$ cat config.mk
export PLATFORM = sky130hd
export DESIGN_NAME = alu_scheduler_flat
export DESIGN_NICKNAME = d
export VERILOG_FILES = /design/src/rtl/alu_scheduler_if.sv /design/src/rtl/alu_scheduler.sv /design/src/flat_wrapper.sv
export SDC_FILE = /design/constraint.sdc
export NUM_CORES = 1
export LEC_CHECK = 0
export CORE_MARGIN = 4
export CORE_UTILIZATION = 46
export CTS_BUF_LIST = sky130_fd_sc_hd__clkbuf_4 sky130_fd_sc_hd__clkbuf_8
export CTS_CLUSTER_DIAMETER = 120
export DETAILED_ROUTE_END_ITERATION = 10
export DONT_BUFFER_PORTS = 1
export PLACE_DENSITY = 0.66
export SKIP_LAST_GASP = 1
export SLEW_MARGIN = 20
export SYNTH_ARGS = -nofsm -noshare
export SYNTH_HDL_FRONTEND = slang
export SYNTH_SLANG_ARGS = --single-unit
$ cat constraint.sdc
create_clock -name clk -period 3.2 [get_ports clk]
set_input_delay 0 -clock clk [delete_from_list [all_inputs] [get_ports clk]]
set_output_delay 0 -clock clk [all_outputs]
set_load 0.05 [all_outputs]
$ cat src/rtl/alu_scheduler_if.sv
// Bundle of the two requester ports and the shared-ALU port of alu_scheduler.
// The slave view belongs to the scheduler. The master view belongs to whoever
// drives requests and models the ALU.
interface alu_scheduler_if;
  logic        r0_valid;
  logic        r0_ready;
  logic [31:0] r0_a;
  logic [31:0] r0_b;
  logic [4:0]  r0_op;
  logic        r0_rvalid;
  logic [31:0] r0_result;

  logic        r1_valid;
  logic        r1_ready;
  logic [31:0] r1_a;
  logic [31:0] r1_b;
  logic [4:0]  r1_op;
  logic        r1_rvalid;
  logic [31:0] r1_result;

  logic [31:0] alu_a;
  logic [31:0] alu_b;
  logic [4:0]  alu_ctrl;
  logic [31:0] alu_y;

  logic        busy;

  modport slave (
    input  r0_valid, r0_a, r0_b, r0_op,
    output r0_ready, r0_rvalid, r0_result,
    input  r1_valid, r1_a, r1_b, r1_op,
    output r1_ready, r1_rvalid, r1_result,
    output alu_a, alu_b, alu_ctrl,
    input  alu_y,
    output busy
  );

  modport master (
    output r0_valid, r0_a, r0_b, r0_op,
    input  r0_ready, r0_rvalid, r0_result,
    output r1_valid, r1_a, r1_b, r1_op,
    input  r1_ready, r1_rvalid, r1_result,
    input  alu_a, alu_b, alu_ctrl,
    output alu_y,
    input  busy
  );
endinterface

$ cat src/rtl/alu_scheduler.sv
// Round-robin two-port front end for the shared 32-bit ALU.
// Ops 0-9 go to the ALU in a single EXEC cycle. The MUL op runs a 32-step
// shift-add loop that reuses the ALU as its adder.
module alu_scheduler #(
  parameter logic [4:0] MUL_OP = 5'd10
) (
  input logic            clk,
  input logic            rst,
  alu_scheduler_if.slave bus
);

  typedef enum logic [1:0] {
    IDLE = 2'd0,
    EXEC = 2'd1,
    MUL  = 2'd2,
    RESP = 2'd3
  } state_t;

  state_t      state_q;
  state_t      state_d;
  logic [31:0] a_q;
  logic [31:0] b_q;
  logic [31:0] res_q;
  logic [4:0]  op_q;
  logic        owner_q;
  logic        ptr_q;
  logic [5:0]  cnt_q;

  logic        grant0;
  logic        grant1;
  logic        hs;
  logic [31:0] sel_a;
  logic [31:0] sel_b;
  logic [4:0]  sel_op;

  // Arbitration: only in IDLE; on contention the port named by ptr_q wins.
  always_comb begin
    grant0 = 1'b0;
    grant1 = 1'b0;
    if (state_q == IDLE) begin
      if (bus.r0_valid && bus.r1_valid) begin
        grant0 = ~ptr_q;
        grant1 = ptr_q;
      end else begin
        grant0 = bus.r0_valid;
        grant1 = bus.r1_valid;
      end
    end
  end

  // A grant always implies the granted port is valid, so any grant is a handshake.
  assign hs     = grant0 | grant1;
  assign sel_a  = grant1 ? bus.r1_a  : bus.r0_a;
  assign sel_b  = grant1 ? bus.r1_b  : bus.r0_b;
  assign sel_op = grant1 ? bus.r1_op : bus.r0_op;

  assign bus.r0_ready = grant0;
  assign bus.r1_ready = grant1;
  assign bus.busy     = (state_q != IDLE);

  // Next-state logic plus ALU drive and response outputs, all zero by default.
  always_comb begin
    state_d       = state_q;
    bus.alu_a     = 32'd0;
    bus.alu_b     = 32'd0;
    bus.alu_ctrl  = 5'd0;
    bus.r0_rvalid = 1'b0;
    bus.r1_rvalid = 1'b0;
    bus.r0_result = 32'd0;
    bus.r1_result = 32'd0;
    case (state_q)
      IDLE: begin
        if (hs) begin
          state_d = (sel_op == MUL_OP) ? MUL : EXEC;
        end
      end
      EXEC: begin
        bus.alu_a    = a_q;
        bus.alu_b    = b_q;
        bus.alu_ctrl = op_q;
        state_d      = RESP;
      end
      MUL: begin
        // Accumulate the partial product: res += b[0] ? a : 0, using ALU ADD.
        bus.alu_a    = res_q;
        bus.alu_b    = b_q[0] ? a_q : 32'd0;
        bus.alu_ctrl = 5'd0;
        if (cnt_q == 6'd31) begin
          state_d = RESP;
        end
      end
      RESP: begin
        if (owner_q) begin
          bus.r1_rvalid = 1'b1;
          bus.r1_result = res_q;
        end else begin
          bus.r0_rvalid = 1'b1;
          bus.r0_result = res_q;
        end
        state_d = IDLE;
      end
      default: state_d = IDLE;
    endcase
  end

  // State register and datapath: capture on handshake, compute in EXEC/MUL.
  always_ff @(posedge clk) begin
    if (rst) begin
      state_q <= IDLE;
      a_q     <= 32'd0;
      b_q     <= 32'd0;
      res_q   <= 32'd0;
      op_q    <= 5'd0;
      owner_q <= 1'b0;
      ptr_q   <= 1'b0;
      cnt_q   <= 6'd0;
    end else begin
      state_q <= state_d;
      case (state_q)
        IDLE: begin
          if (hs) begin
            a_q     <= sel_a;
            b_q     <= sel_b;
            op_q    <= sel_op;
            owner_q <= grant1;
            // Favour the port that was not just served.
            ptr_q   <= grant0;
            res_q   <= 32'd0;
            cnt_q   <= 6'd0;
          end
        end
        EXEC: begin
          res_q <= (op_q <= 5'd9) ? bus.alu_y : 32'd0;
        end
        MUL: begin
          res_q <= bus.alu_y;
          a_q   <= a_q << 1;
          b_q   <= b_q >> 1;
          cnt_q <= cnt_q + 6'd1;
        end
        default: begin
        end
      endcase
    end
  end

endmodule

$ cat src/flat_wrapper.sv
// flat-port wrapper written by rule: the top's interface ports become plain ports
module alu_scheduler_flat 
#(
  parameter logic [4:0] MUL_OP = 5'd10
)
  (clk, rst, bus_r0_valid, bus_r0_a, bus_r0_b, bus_r0_op, bus_r0_ready, bus_r0_rvalid, bus_r0_result, bus_r1_valid, bus_r1_a, bus_r1_b, bus_r1_op, bus_r1_ready, bus_r1_rvalid, bus_r1_result, bus_alu_a, bus_alu_b, bus_alu_ctrl, bus_alu_y, bus_busy);
  alu_scheduler_if bus_i ();
  input logic clk;
  input logic rst;
  input wire logic [$bits(bus_i.r0_valid)-1:0] bus_r0_valid;
  input wire logic [$bits(bus_i.r0_a)-1:0] bus_r0_a;
  input wire logic [$bits(bus_i.r0_b)-1:0] bus_r0_b;
  input wire logic [$bits(bus_i.r0_op)-1:0] bus_r0_op;
  output wire logic [$bits(bus_i.r0_ready)-1:0] bus_r0_ready;
  output wire logic [$bits(bus_i.r0_rvalid)-1:0] bus_r0_rvalid;
  output wire logic [$bits(bus_i.r0_result)-1:0] bus_r0_result;
  input wire logic [$bits(bus_i.r1_valid)-1:0] bus_r1_valid;
  input wire logic [$bits(bus_i.r1_a)-1:0] bus_r1_a;
  input wire logic [$bits(bus_i.r1_b)-1:0] bus_r1_b;
  input wire logic [$bits(bus_i.r1_op)-1:0] bus_r1_op;
  output wire logic [$bits(bus_i.r1_ready)-1:0] bus_r1_ready;
  output wire logic [$bits(bus_i.r1_rvalid)-1:0] bus_r1_rvalid;
  output wire logic [$bits(bus_i.r1_result)-1:0] bus_r1_result;
  output wire logic [$bits(bus_i.alu_a)-1:0] bus_alu_a;
  output wire logic [$bits(bus_i.alu_b)-1:0] bus_alu_b;
  output wire logic [$bits(bus_i.alu_ctrl)-1:0] bus_alu_ctrl;
  input wire logic [$bits(bus_i.alu_y)-1:0] bus_alu_y;
  output wire logic [$bits(bus_i.busy)-1:0] bus_busy;
  assign bus_i.r0_valid = bus_r0_valid;
  assign bus_i.r0_a = bus_r0_a;
  assign bus_i.r0_b = bus_r0_b;
  assign bus_i.r0_op = bus_r0_op;
  assign bus_r0_ready = bus_i.r0_ready;
  assign bus_r0_rvalid = bus_i.r0_rvalid;
  assign bus_r0_result = bus_i.r0_result;
  assign bus_i.r1_valid = bus_r1_valid;
  assign bus_i.r1_a = bus_r1_a;
  assign bus_i.r1_b = bus_r1_b;
  assign bus_i.r1_op = bus_r1_op;
  assign bus_r1_ready = bus_i.r1_ready;
  assign bus_r1_rvalid = bus_i.r1_rvalid;
  assign bus_r1_result = bus_i.r1_result;
  assign bus_alu_a = bus_i.alu_a;
  assign bus_alu_b = bus_i.alu_b;
  assign bus_alu_ctrl = bus_i.alu_ctrl;
  assign bus_i.alu_y = bus_alu_y;
  assign bus_busy = bus_i.busy;
  alu_scheduler #(.MUL_OP(MUL_OP)) u_core (.clk(clk), .rst(rst), .bus(bus_i));
endmodule
==> results of run 1 <==
## synthesized netlist by cell type (6+ instances only)
| cell type | number |
|---|---|
| buf_4 | 9 |
| and2_1 | 40 |
| nor2_1 | 81 |
| clkbuf_1 | 42 |
| and3_1 | 33 |
| mux2_2 | 64 |
| o21ai_0 | 37 |
| buf_6 | 6 |
| a22o_1 | 63 |
| dfxtp_1 | 111 |
| nand2_1 | 9 |
| mux2i_1 | 39 |
| nand3b_1 | 33 |
| a22oi_1 | 36 |
| a222oi_1 | 30 |
| a211oi_1 | 6 |
| buf_2 | 11 |
## kinds of logic after synthesis
family / share of synthesized area
xor+xnor: 0.002741
fa+ha+maj: 0.009787
flops: 0.3476
buf+inv: 0.06146
simple gates: 0.1805
compound gates: 0.2241
mux: 0.1738
## per-stage QoR
step	hold WS [ns]	util	setup slack, ns	area [um2]	cells
2_1_floorplan	0.1483	-	0.9176	6392	697
3_3_place_gp	0.08754	0.4792	0.7358	6421	813
3_5_place_dp	0.08865	0.4792	0.6307	6421	813
==> results by group, run 1 <==
Logic synthesis
  – Synth unique cells: 40
  – Cell taking the most area after synthesis: dfxtp_1
  – Synth warnings: 0
  – Main synth FF type: dfxtp_1
  – Yosys top cell area share: 0.3476
  – Mapped Nets: 876
  – Post-Syn Area: 6392 um2
  – Async SR Flop Fraction: 0
  – Flops & latches, synth: 111
  – Ranking of synthesized cells by area: dfxtp_1 (35%), mux2_2 (11%), a22o_1 (8.6%)
  – Number of synthesized flops with an enable pin: 0
  – Sequential area share after synthesis: 0.3476
  – Syn Area/Cell: 9.171 um2
  – Synth Instances: 697

Placed design
  – GPL Wtd Cong: 0.9513
  – PortBufs: 0
  – DPL Wire Length: 15.38 mm

Clock tree
  – Num CTS Buffers: 9
  – CTS Buffer Depth: 2
  – Root buf cell: clkbuf_8
  – # hold bufs at CTS: 167
  – Post-CTS setup buffer count: 0
  – CTS sink count: 111
  – Htree depth: 3
  – # resized after CTS: 0

Status
  – Error msg: [ERROR RSZ-0060] Max buffer count reached.
  – Stopped at: 4_1_cts
  – Run status: stopped before the end

Die
  – I/O pin count: 312
  – Starting Density: 0.4770
  – Row Count: 42
  – Die X: 125.9 um
  – Die Span Y: 125.9 um
==> inputs of run 2 (changes only) <==
- CORE_UTILIZATION: 46 -> 31
- CTS_BUF_LIST: sky130_fd_sc_hd__clkbuf_4 sky130_fd_sc_hd__clkbuf_8 -> unset
- CTS_CLUSTER_DIAMETER: 120 -> unset
- PLACE_DENSITY: 0.66 -> unset
- PLACE_DENSITY_LB_ADDON: unset -> 0.15
==> results by group, run 2 <==
Logic synthesis
  – Mux contribution to synthesized area: 0.1738 (unchanged)
  – Xor/xnor share of the synthesized area: 0.002740 (unchanged)
  – Sequential area share after synthesis: 0.3476 (unchanged)
  – Synth Area in Compound Gates: 0.2241 (unchanged)
  – Synth warnings: 0 (unchanged)
  – Most frequent cell after synthesis: dfxtp_1 (unchanged)
  – Synth Area in Simple Gates: 0.1805 (unchanged)
  – Synth unique cells: 40 (unchanged)
  – Main synth FF type: dfxtp_1 (unchanged)
  – Largest family of logic cells by synthesized area: compound AO/OA/AOI/OAI gates (unchanged)
  – Synth Area in Adders: 0.009787 (unchanged)
  – Post-synth top cells: dfxtp_1 (111), nor2_1 (81), mux2_2 (64), a22o_1 (63), clkbuf_1 (42) (unchanged)
  – Mapped Nets: 876 (unchanged)
  – Ranking of synthesized cells by area: dfxtp_1 (35%), mux2_2 (11%), a22o_1 (8.6%) (unchanged)
  – Post-Syn Area: 6392 um2 (unchanged)
  – Number of synthesized flops with an enable pin: 0 (unchanged)
  – Yosys top cell area share: 0.3476 (unchanged)
  – Synth Instances: 697 (unchanged)
  – Syn Area/Cell: 9.171 um2 (unchanged)
  – Cell taking the most area after synthesis: dfxtp_1 (unchanged)
  – Flops & latches, synth: 111 (unchanged)
  – Async SR Flop Fraction: 0 (unchanged)

Status
  – Run status: complete, no violations (was stopped before the end)

Cells and area
  – Commonest non-fill, non-tap cell in the layout: dlygate4sd3_1
  – Layout cells sized above 1: 0.2046
  – Most frequent cells in the layout: dlygate4sd3_1 (147), dfxtp_1 (111), nor2_1 (79), mux2_2 (64), a22o_1 (63)
  – Design area: 9402 um2
  – Top Registers: u_core.a_q (32), u_core.b_q (32), u_core.res_q (32)
  – Final net count: 1049
  – Area grow syn2layout: 47.07%

STA
  – Relative slew slack: 0.2970
  – Unrepaired setup endpoints after global routing: no
  – Setup_tns: 0 ns
  – Final setup viols: 0
  – Worst Tran Pin Value: 1.050 ns
  – Tcrit/Tclk final: 0.9352
  – Final number of max-transition violations: 0
  – Worst setup margin: 0.2072 ns
  – Clk_skew: 0.01224 ns
  – Hold Fails Final Rpt: 0
  – FMAX: 334.1 MHz
  – Final Critical Period: 2.993 ns

Placed design
  – Dpl ws: 0.6142 ns (was 0.6307 ns)
  – GPL Wtd Cong: 0.8584 (was 0.9513)
  – Placed cell area: 7468 um2 (was 6421 um2)
  – PortBufs: 0 (unchanged)
  – DPL Wire Length: 17.34 mm (was 15.38 mm)

Detailed routing
  – DRC violations left: 0
  – Vias: 6403
  – DR vias/cell: 5.587
  – 1st-pass router iterations: 6
  – Wirelength per Cell: 22.32 um
  – DR iter-0 viols: 523
  – Post-route antenna net violation count: 0
  – Drt total wl: 25.58 mm

Global routing
  – Largest net degree at the start of global routing: 113
  – Total Routing Usage GR: 0.2044
  – Antenna violations before repair: 2
  – Remaining Overflow, GRT: 0
  – Vias in the first global route: 6239
  – First-pass GRT wire length: 36.29 mm

Setup path
  – Worst reg-to-reg path cell count: 9
  – CP Class: reg2reg
  – CP max FO: 29
  – Startpoint class of the critical path: flip-flop
  – Worst setup EP type: flip-flop
  – RR Startpoint: u_core.state_q[0]
  – Crit path DAT: 3.22 ns
  – Crit path from: u_core.state_q[0]
  – CP endpoint: u_core.a_q[29]
  – R2R setup slack: 0.21 ns
  – WP data required: 3.43 ns
  – Reg2Reg Capture Point: u_core.a_q[29]

Clock tree
  – Htree depth: 3 (unchanged)
  – Root buf cell: clkbuf_16 (was clkbuf_8)
  – CTS sink count: 111 (unchanged)
  – CTS Buffer Depth: 2 (unchanged)
  – Num CTS Buffers: 9 (unchanged)
  – Clock transition at path regs: 0.08 ns
  – Clock insertion delay at the later pin of the skew report: 0.36 ns
  – CTS tree: yes

Power and ir drop
  – Max VDD drop: 0.0003746 V
  – Leakage: 3.636 nW
  – PwrDens: 819.3 nW/um2

Die
  – Starting Density: 0.3159 (was 0.4770)
  – I/O pin count: 312 (unchanged)
  – Placeable Area: 20230 um2
  – Row Count: 52 (was 42)
  – Die X: 151.6 um (was 125.9 um)
  – Die Span Y: 151.6 um (was 125.9 um)
  – DIE AREA: 22980 um2

Run
  – Max Cap Viol: 0

Worst hold path
  – Hold Path Class: in2reg
-- run 2: per-stage QoR --
| step | instances | hold slack [ns] | utilization | total power [mW] |
|---|---|---|---|---|
| 6_report | 1146 | 0.004586 | 0.4646 | 7.703 |
| 5_1_grt | 1146 | 0.001929 | 0.4646 | 8.149 |
| 4_1_cts | 1142 | 0.0001842 | 0.4615 | 7.621 |
| 3_5_place_dp | 978 | 0.08990 | 0.3691 | 5.883 |
| 3_3_place_gp | 978 | 0.08956 | 0.3691 | 5.790 |
| 2_1_floorplan | 697 | 0.1483 | - | 4.729 |
-- run 2: worst min path at each step --
stage                 startpoint         endpoint  slack [ns]  depth (start not counted)
floorplan           bus_alu_y[0]  u_core.res_q[0]        0.15                          2
global placement             rst   u_core.b_q[31]        0.09                          1
detailed placement           rst   u_core.b_q[31]        0.09                          1
CTS                 bus_r1_b[21]   u_core.b_q[21]      0.0002                          3
global route        bus_r1_b[21]   u_core.b_q[21]       0.002                          3
finish              bus_r1_b[26]   u_core.b_q[26]       0.005                          3
-- run 2: final cells by class --
class	count	area (um2)
clock inverter	5	128.9
antenna	1	2.502
inverter	5	18.77
tap	270	337.8
sequential	111	2222
multi-input combinational	507	3819
timing repair buffer	236	2630
clock buffer	11	242.7
fill	1867	10830
-- run 2: power by group --
group	internal [mW]	total (mW)	switching (mW)	leakage, nW
Sequential	1.84	2.39	0.546	0.909
Clock	0.869	1.41	0.538	0.180
Combinational	1.59	3.91	2.32	2.55
-- run 2: kinds of logic (layout without fill, tap and decap cells) --
| group | count (synthesis) | in the layout |
|---|---|---|
| flops | 111 | 111 |
| buf+inv | 79 | 257 |
| simple gates | 213 | 213 |
| xor+xnor | 2 | 2 |
| fa+ha+maj | 5 | 5 |
| compound gates | 184 | 184 |
| mux | 103 | 103 |
| other cells | 0 | 1 |
-- run 2: what timing repair did --
item | in CTS | in global routing
hold buffers | 148 | 0
resized for setup | 0 | 3
setup buffers | 0 | 1
endpoints found under the hold margin | 111 | 0
setup endpoints to repair | 0 | 34
-- run 2: critical path, stage by stage (launching register included) --
cell and delay [ns]:
dfxtp_1 0.35, inv_1 0.11, ha_2 0.32, inv_1 0.13, nor3_4 0.29, clkbuf_16 0.28, mux2_2 0.36, dlygate4sd3_1 0.56
a222oi_1 0.34, nor2_1 0.07
-- run 2: per-layer routing --
| metal | wire [um] | vias to the layer above | part of all wire | GRT usage |
|---|---|---|---|---|
| met5 | 7 | - | 0.00027 | 0 |
| met2 | 12180 | 278 | 0.48 | 0.3361 |
| li1 | - | 2959 | - | - |
| met3 | 1799 | 31 | 0.070 | 0.03569 |
| met1 | 11080 | 3133 | 0.43 | 0.2736 |
| met4 | 505 | 2 | 0.020 | 0.06379 |
No activity file was read; power rests on OpenSTA's default activity.
==> inputs of run 3 (changes only) <==
- ABC_CLOCK_PERIOD_IN_PS: unset -> 3200
- HOLD_SLACK_MARGIN: unset -> 0.12
==> results by group, run 3 (synthesized netlist as in run 2, its figures left out) <==
Cells and area
  – Commonest non-fill, non-tap cell in the layout: dlygate4sd3_1 (unchanged)
  – Final net count: 1083 (was 1049)
  – Area grow syn2layout: 52.52% (was 47.07%)
  – Layout cells sized above 1: 0.1980 (was 0.2046)
  – Most frequent cells in the layout: dlygate4sd3_1 (180), dfxtp_1 (111), nor2_1 (79), mux2_2 (64), a22o_1 (63) (was dlygate4sd3_1 (147), dfxtp_1 (111), nor2_1 (79), mux2_2 (64), a22o_1 (63))
  – Final Non-Filler Cells: 1180 (was 1146)
  – Design area: 9749 um2 (was 9402 um2)
  – Top Registers: u_core.a_q (32), u_core.b_q (32), u_core.res_q (32) (unchanged)

Clock tree
  – Clock transition at path regs: 0.08 ns (about the same)
  – Clock insertion delay at the later pin of the skew report: 0.35 ns (was 0.36 ns)
  – CTS sink count: 111 (unchanged)
  – CTS Buffer Depth: 2 (unchanged)
  – Root buf cell: clkbuf_16 (unchanged)
  – CTS tree: yes (unchanged)
  – Htree depth: 3 (unchanged)
  – Num CTS Buffers: 9 (unchanged)

Detailed routing
  – DR vias/cell: 5.533 (was 5.587)
  – 1st-pass router iterations: 7 (was 6)
  – Post-route antenna net violation count: 0 (unchanged)
  – Wirelength per Cell: 21.96 um (was 22.32 um)
  – Vias: 6529 (was 6403)
  – DR iter-0 viols: 624 (was 523)
  – Drt total wl: 25.91 mm (was 25.58 mm)
  – DRC violations left: 0 (unchanged)

STA
  – Unrepaired setup endpoints after global routing: no (unchanged)
  – Final setup viols: 0 (unchanged)
  – Hold WS: 0.1741 ns (was 0.004586 ns)
  – Final Critical Period: 2.986 ns (was 2.993 ns)
  – Final number of max-transition violations: 0 (unchanged)
  – Clk_skew: 0.01006 ns (was 0.01224 ns)
  – Hold Fails Final Rpt: 0 (unchanged)
  – Setup_tns: 0 ns (unchanged)
  – Relative slew slack: 0.2991 (was 0.2970)
  – Tcrit/Tclk final: 0.9332 (was 0.9352)
  – Worst Tran Pin Value: 1.047 ns (was 1.050 ns)
  – FMAX: 334.9 MHz (was 334.1 MHz)

Status
  – Run status: complete, no violations (unchanged)

Placed design
  – Placed cell area: 7468 um2 (unchanged)
  – Dpl cells: 978 (unchanged)
  – GPL Wtd Cong: 0.8584 (unchanged)
  – PortBufs: 0 (unchanged)
  – DPL Wire Length: 17.34 mm (unchanged)

Setup path
  – Startpoint class of the critical path: flip-flop (unchanged)
  – Crit path DAT: 3.22 ns (about the same)
  – CP Class: reg2reg (unchanged)
  – Worst setup EP type: flip-flop (unchanged)
  – WP data required: 3.43 ns (about the same)
  – CP max FO: 29 (unchanged)

Die
  – I/O pin count: 312 (unchanged)
  – DIE AREA: 22980 um2 (unchanged)
  – Die X: 151.6 um (unchanged)
  – Starting Density: 0.3159 (unchanged)
  – Placeable Area: 20230 um2 (unchanged)
  – Row Count: 52 (unchanged)
  – Die Span Y: 151.6 um (unchanged)

Power and ir drop
  – Max VDD drop: 0.0003793 V (was 0.0003746 V)
  – PwrDens: 803.5 nW/um2 (was 819.3 nW/um2)
  – Leakage: 3.793 nW (was 3.636 nW)
  – Total power: 7.834 mW (was 7.703 mW)

Global routing
  – Vias in the first global route: 6439 (was 6239)
  – Largest net degree at the start of global routing: 113 (unchanged)
  – Antenna violations before repair: 2 (unchanged)
  – Remaining Overflow, GRT: 0 (unchanged)
  – Total Routing Usage GR: 0.2082 (was 0.2044)
  – First-pass GRT wire length: 37.07 mm (was 36.29 mm)

Run
  – Max Cap Viol: 0 (unchanged)

Worst hold path
  – Hold Path Class: in2reg (unchanged)
[run 3: cell count changes in the layout (fill, tap and decap cells not counted)]
cell | previous run | this run
dlygate4sd3_1 | 147 | 180
ha_4 | 0 | 1
ha_2 | 2 | 1
buf_4 | 50 | 51
[run 3: through the flow]
stage | utilization | setup slack [ns]
6_report | 0.4818 | 0.2136
5_1_grt | 0.4818 | 0.08058
4_1_cts | 0.4779 | 0.02120
3_5_place_dp | 0.3691 | 0.6142
3_3_place_gp | 0.3691 | 0.7967
2_1_floorplan | - | 0.9176
[run 3: path summary, 6_finish.rpt]
| check | slack [ns] | to | cells past startpoint | start |
|---|---|---|---|---|
| worst min-delay path | 0.17 | u_core.state_q[0] | 3 | bus_r1_op[4] |
| worst max register to register | 0.21 | u_core.a_q[24] | 9 | u_core.state_q[0] |
| worst min register to register | 0.50 | u_core.op_q[0] | 2 | u_core.op_q[0] |
| worst max-delay path | 0.21 | u_core.a_q[24] | 9 | u_core.state_q[0] |
[run 3: layout make-up]
| type | instances | area [um2] |
|---|---|---|
| Clock buffer | 11 | 242.7 |
| Antenna cell | 1 | 2.502 |
| Timing Repair Buffer | 270 | 2968 |
| Fill cell | 1839 | 10490 |
| Multi-Input combinational cell | 507 | 3829 |
| Tap cell | 270 | 337.8 |
| Inverter | 5 | 18.77 |
| Sequential cell | 111 | 2222 |
| Clock inverter | 5 | 128.9 |
[run 3: repair_timing]
action                     CTS  global route
resized for setup            0             4
hold buffers               181             0
hold endpoints to repair   111             0
setup buffers                0             2
setup endpoints to repair    0            47
[run 3: worst max-delay path: stages, from the launching register on]
cell           delay (ns)
dfxtp_1              0.35
inv_1                0.14
ha_4                 0.23
inv_1                0.10
nor3_4               0.29
clkbuf_16            0.29
mux2_2               0.37
dlygate4sd3_1        0.59
a222oi_1             0.40
nor2_1               0.07
[run 3: report_power, final]
group / total, mW / internal [mW] / switching, mW
combinational: 4.04 / 1.70 / 2.34
sequential: 2.39 / 1.84 / 0.553
clock: 1.40 / 0.869 / 0.535
[run 3: metal layers]
| layer | vias up | routed length, um | GRT usage |
|---|---|---|---|
| li1 | 3025 | - | - |
| met2 | 293 | 12460 | 0.3461 |
| met5 | - | 7 | 0 |
| met1 | 3172 | 11080 | 0.2752 |
| met3 | 37 | 1804 | 0.03599 |
| met4 | 2 | 561 | 0.06649 |
==> inputs of run 4 (changes only) <==
- ABC_CLOCK_PERIOD_IN_PS: 3200 -> 2900
- clock period: 3.2 -> 2.9 ns (I/O delays scaled with it)
==> results by group, run 4 (synthesized netlist as in run 2, its figures left out) <==
Status
  – Run status: complete, no violations (unchanged)

Placed design
  – PortBufs: 0 (unchanged)
  – DPL Wire Length: 17.55 mm (was 17.34 mm)
  – GPL Wtd Cong: 0.8805 (was 0.8584)

Setup path
  – Worst setup EP type: flip-flop (unchanged)
  – Startpoint class of the critical path: flip-flop (unchanged)
  – RR Startpoint: u_core.state_q[0] (unchanged)
  – CP max FO: 32 (was 29)
  – R2R setup slack: 0.21 ns (about the same)
  – WP data required: 3.15 ns (was 3.43 ns)
  – Worst reg-to-reg path cell count: 9 (unchanged)
  – CP endpoint: u_core.res_q[3] (was u_core.a_q[24])
  – Reg2Reg Capture Point: u_core.res_q[3] (was u_core.a_q[24])
  – CP Class: reg2reg (unchanged)
  – Crit path DAT: 2.94 ns (was 3.22 ns)
  – Crit path from: u_core.state_q[0] (unchanged)

Global routing
  – Total Routing Usage GR: 0.2117 (was 0.2082)
  – Largest net degree at the start of global routing: 113 (unchanged)
  – GRT Max-Usage Layer: met2 (unchanged)
  – Remaining Overflow, GRT: 0 (unchanged)
  – Vias in the first global route: 6472 (was 6439)
  – Met3 global-route usage: 0.03272 (was 0.03599)
  – Met1 usage: 0.2790 (was 0.2752)
  – First-pass GRT wire length: 37.49 mm (was 37.07 mm)
  – Met2 Resource Use GR: 0.3545 (was 0.3461)
  – Antenna violations before repair: 2 (unchanged)

Clock tree
  – Num CTS Buffers: 9 (unchanged)
  – Clock transition at path regs: 0.08 ns (about the same)
  – CTS Buffer Depth: 2 (unchanged)
  – Clock insertion delay at the later pin of the skew report: 0.35 ns (about the same)
  – CTS tree: yes (unchanged)
  – Root buf cell: clkbuf_16 (unchanged)
  – Post-CTS setup buffer count: 0 (unchanged)
  – CTS sink count: 111 (unchanged)
  – Htree depth: 3 (unchanged)

STA
  – Setup_tns: 0 ns (unchanged)
  – Hold WS: 0.1657 ns (was 0.1741 ns)
  – FMAX: 371.6 MHz (was 334.9 MHz)
  – Unrepaired setup endpoints after global routing: no (unchanged)
  – Relative slew slack: 0.4575 (was 0.2991)
  – Final setup viols: 0 (unchanged)
  – Tcrit/Tclk final: 0.9281 (was 0.9332)
  – Worst Tran Pin Value: 0.8106 ns (was 1.047 ns)
  – Clk_skew: 0.01259 ns (was 0.01006 ns)
  – Final Critical Period: 2.691 ns (was 2.986 ns)
  – Final number of max-transition violations: 0 (unchanged)
  – Hold Fails Final Rpt: 0 (unchanged)

Power and ir drop
  – Internal power: 4.428 mW (was 4.409 mW)
  – Flop pwr share: 0.321 (was 0.305)
  – Leakage: 3.877 nW (was 3.793 nW)
  – Max VDD drop: 0.0005270 V (was 0.0003793 V)
  – Sw Ratio: 0.4593 (was 0.4371)
  – Total power: 8.189 mW (was 7.834 mW)
  – Comb pwr share: 0.526 (was 0.515)
  – Clock share of power: 0.153 (was 0.179)
  – PwrDens: 811.5 nW/um2 (was 803.5 nW/um2)
  – Net Sw Power: 3.761 mW (was 3.425 mW)

Die
  – Row Count: 52 (unchanged)
  – Placeable Area: 20230 um2 (unchanged)
  – I/O pin count: 312 (unchanged)
  – Starting Density: 0.3159 (unchanged)
  – Die X: 151.6 um (unchanged)
  – Die Span Y: 151.6 um (unchanged)
  – DIE AREA: 22980 um2 (unchanged)

Worst hold path
  – Hold Path Class: in2reg (unchanged)

Cells and area
  – Area grow syn2layout: 57.86% (was 52.52%)
  – Commonest non-fill, non-tap cell in the layout: dlygate4sd3_1 (unchanged)
  – Layout cells sized above 1: 0.2046 (was 0.1980)
  – Top Registers: u_core.a_q (32), u_core.b_q (32), u_core.res_q (32) (unchanged)
  – Most frequent cells in the layout: dlygate4sd3_1 (183), dfxtp_1 (111), nor2_1 (79), buf_12 (65), mux2_2 (64) (was dlygate4sd3_1 (180), dfxtp_1 (111), nor2_1 (79), mux2_2 (64), a22o_1 (63))
  – Final net count: 1093 (was 1083)

Detailed routing
  – DR vias/cell: 5.513 (was 5.533)
  – Post-route antenna net violation count: 0 (unchanged)
  – Vias: 6561 (was 6529)
  – Wirelength per Cell: 21.89 um (was 21.96 um)
  – Drt total wl: 26.05 mm (was 25.91 mm)
  – DR iter-0 viols: 614 (was 624)
  – 1st-pass router iterations: 9 (was 7)
  – DRC violations left: 0 (unchanged)

Run
  – Max Cap Viol: 0 (unchanged)
==> run 4: cell types whose count changed in the layout (fill, tap and decap cells not counted), sizes merged <==
cell	before	now
inv	5	6
buf	89	97
clkinvlp	0	2
clkbuf	12	11
dlygate4sd3	180	183
bufinv	4	0
clkinv	1	2
==> run 4: cell type report <==
class                      count  area [um2]
antenna                        1       2.502
clock buffer                  11       252.7
clock inverter                 5       40.04
fill                        1766       10140
multi-input combinational    507        3820
timing repair buffer         280        3397
tap                          270       337.8
inverter                       5       18.77
sequential                   111        2222
==> run 4: per-stage QoR <==
step	utilization	setup WS (ns)	instances	cell area, um2
2_1_floorplan	-	0.6176	697	6392
3_3_place_gp	0.3917	0.4657	989	7926
3_5_place_dp	0.3917	0.3144	989	7926
4_1_cts	0.4981	0.1667	1189	10080
5_1_grt	0.4987	0.03555	1190	10090
6_report	0.4987	0.2086	1190	10090
==> run 4: worst min-delay path by stage <==
stage	from	endpoint	slack (ns)	depth (start not counted)
after CTS	bus_r1_op[4]	u_core.state_q[0]	0.15	3
after global routing	bus_r1_op[4]	u_core.state_q[0]	0.17	3
final	bus_r1_op[4]	u_core.state_q[0]	0.17	3
after global placement	rst	u_core.b_q[31]	0.09	1
after detailed placement	rst	u_core.b_q[31]	0.09	1
after floorplan	bus_alu_y[0]	u_core.res_q[0]	0.15	2
==> run 4: what timing repair did <==
action | CTS | global route
endpoints found under the hold margin | 111 | 0
endpoints found under the setup margin | 0 | 8
resized for setup | 0 | 2
hold buffers | 184 | 0
==> run 4: per-layer routing <==
layer / vias up / wire (um)
met5: - / 7
met4: 2 / 467
met3: 35 / 1770
met2: 306 / 12520
met1: 3179 / 11280
li1: 3039 / -
==> run 4: critical path, stage by stage (launching register included) <==
cell and delay, ns:
dfxtp_1 0.35, inv_1 0.10, ha_2 0.33, or3b_1 0.54, nand2_1 0.15, nor2_2 0.04
buf_4 0.23, a22oi_1 0.20, nor2_1 0.07, dlygate4sd3_1 0.56
==> run 4: power by group through the flow <==
stage	combinational, mW	sequential [mW]	clock, mW
after floorplan	2.85	2.37	0
after global placement	3.91	2.63	0
after detailed placement	3.98	2.65	0
after CTS	4.27	2.61	1.28
after global routing	4.61	2.70	1.35
final	4.30	2.63	1.25
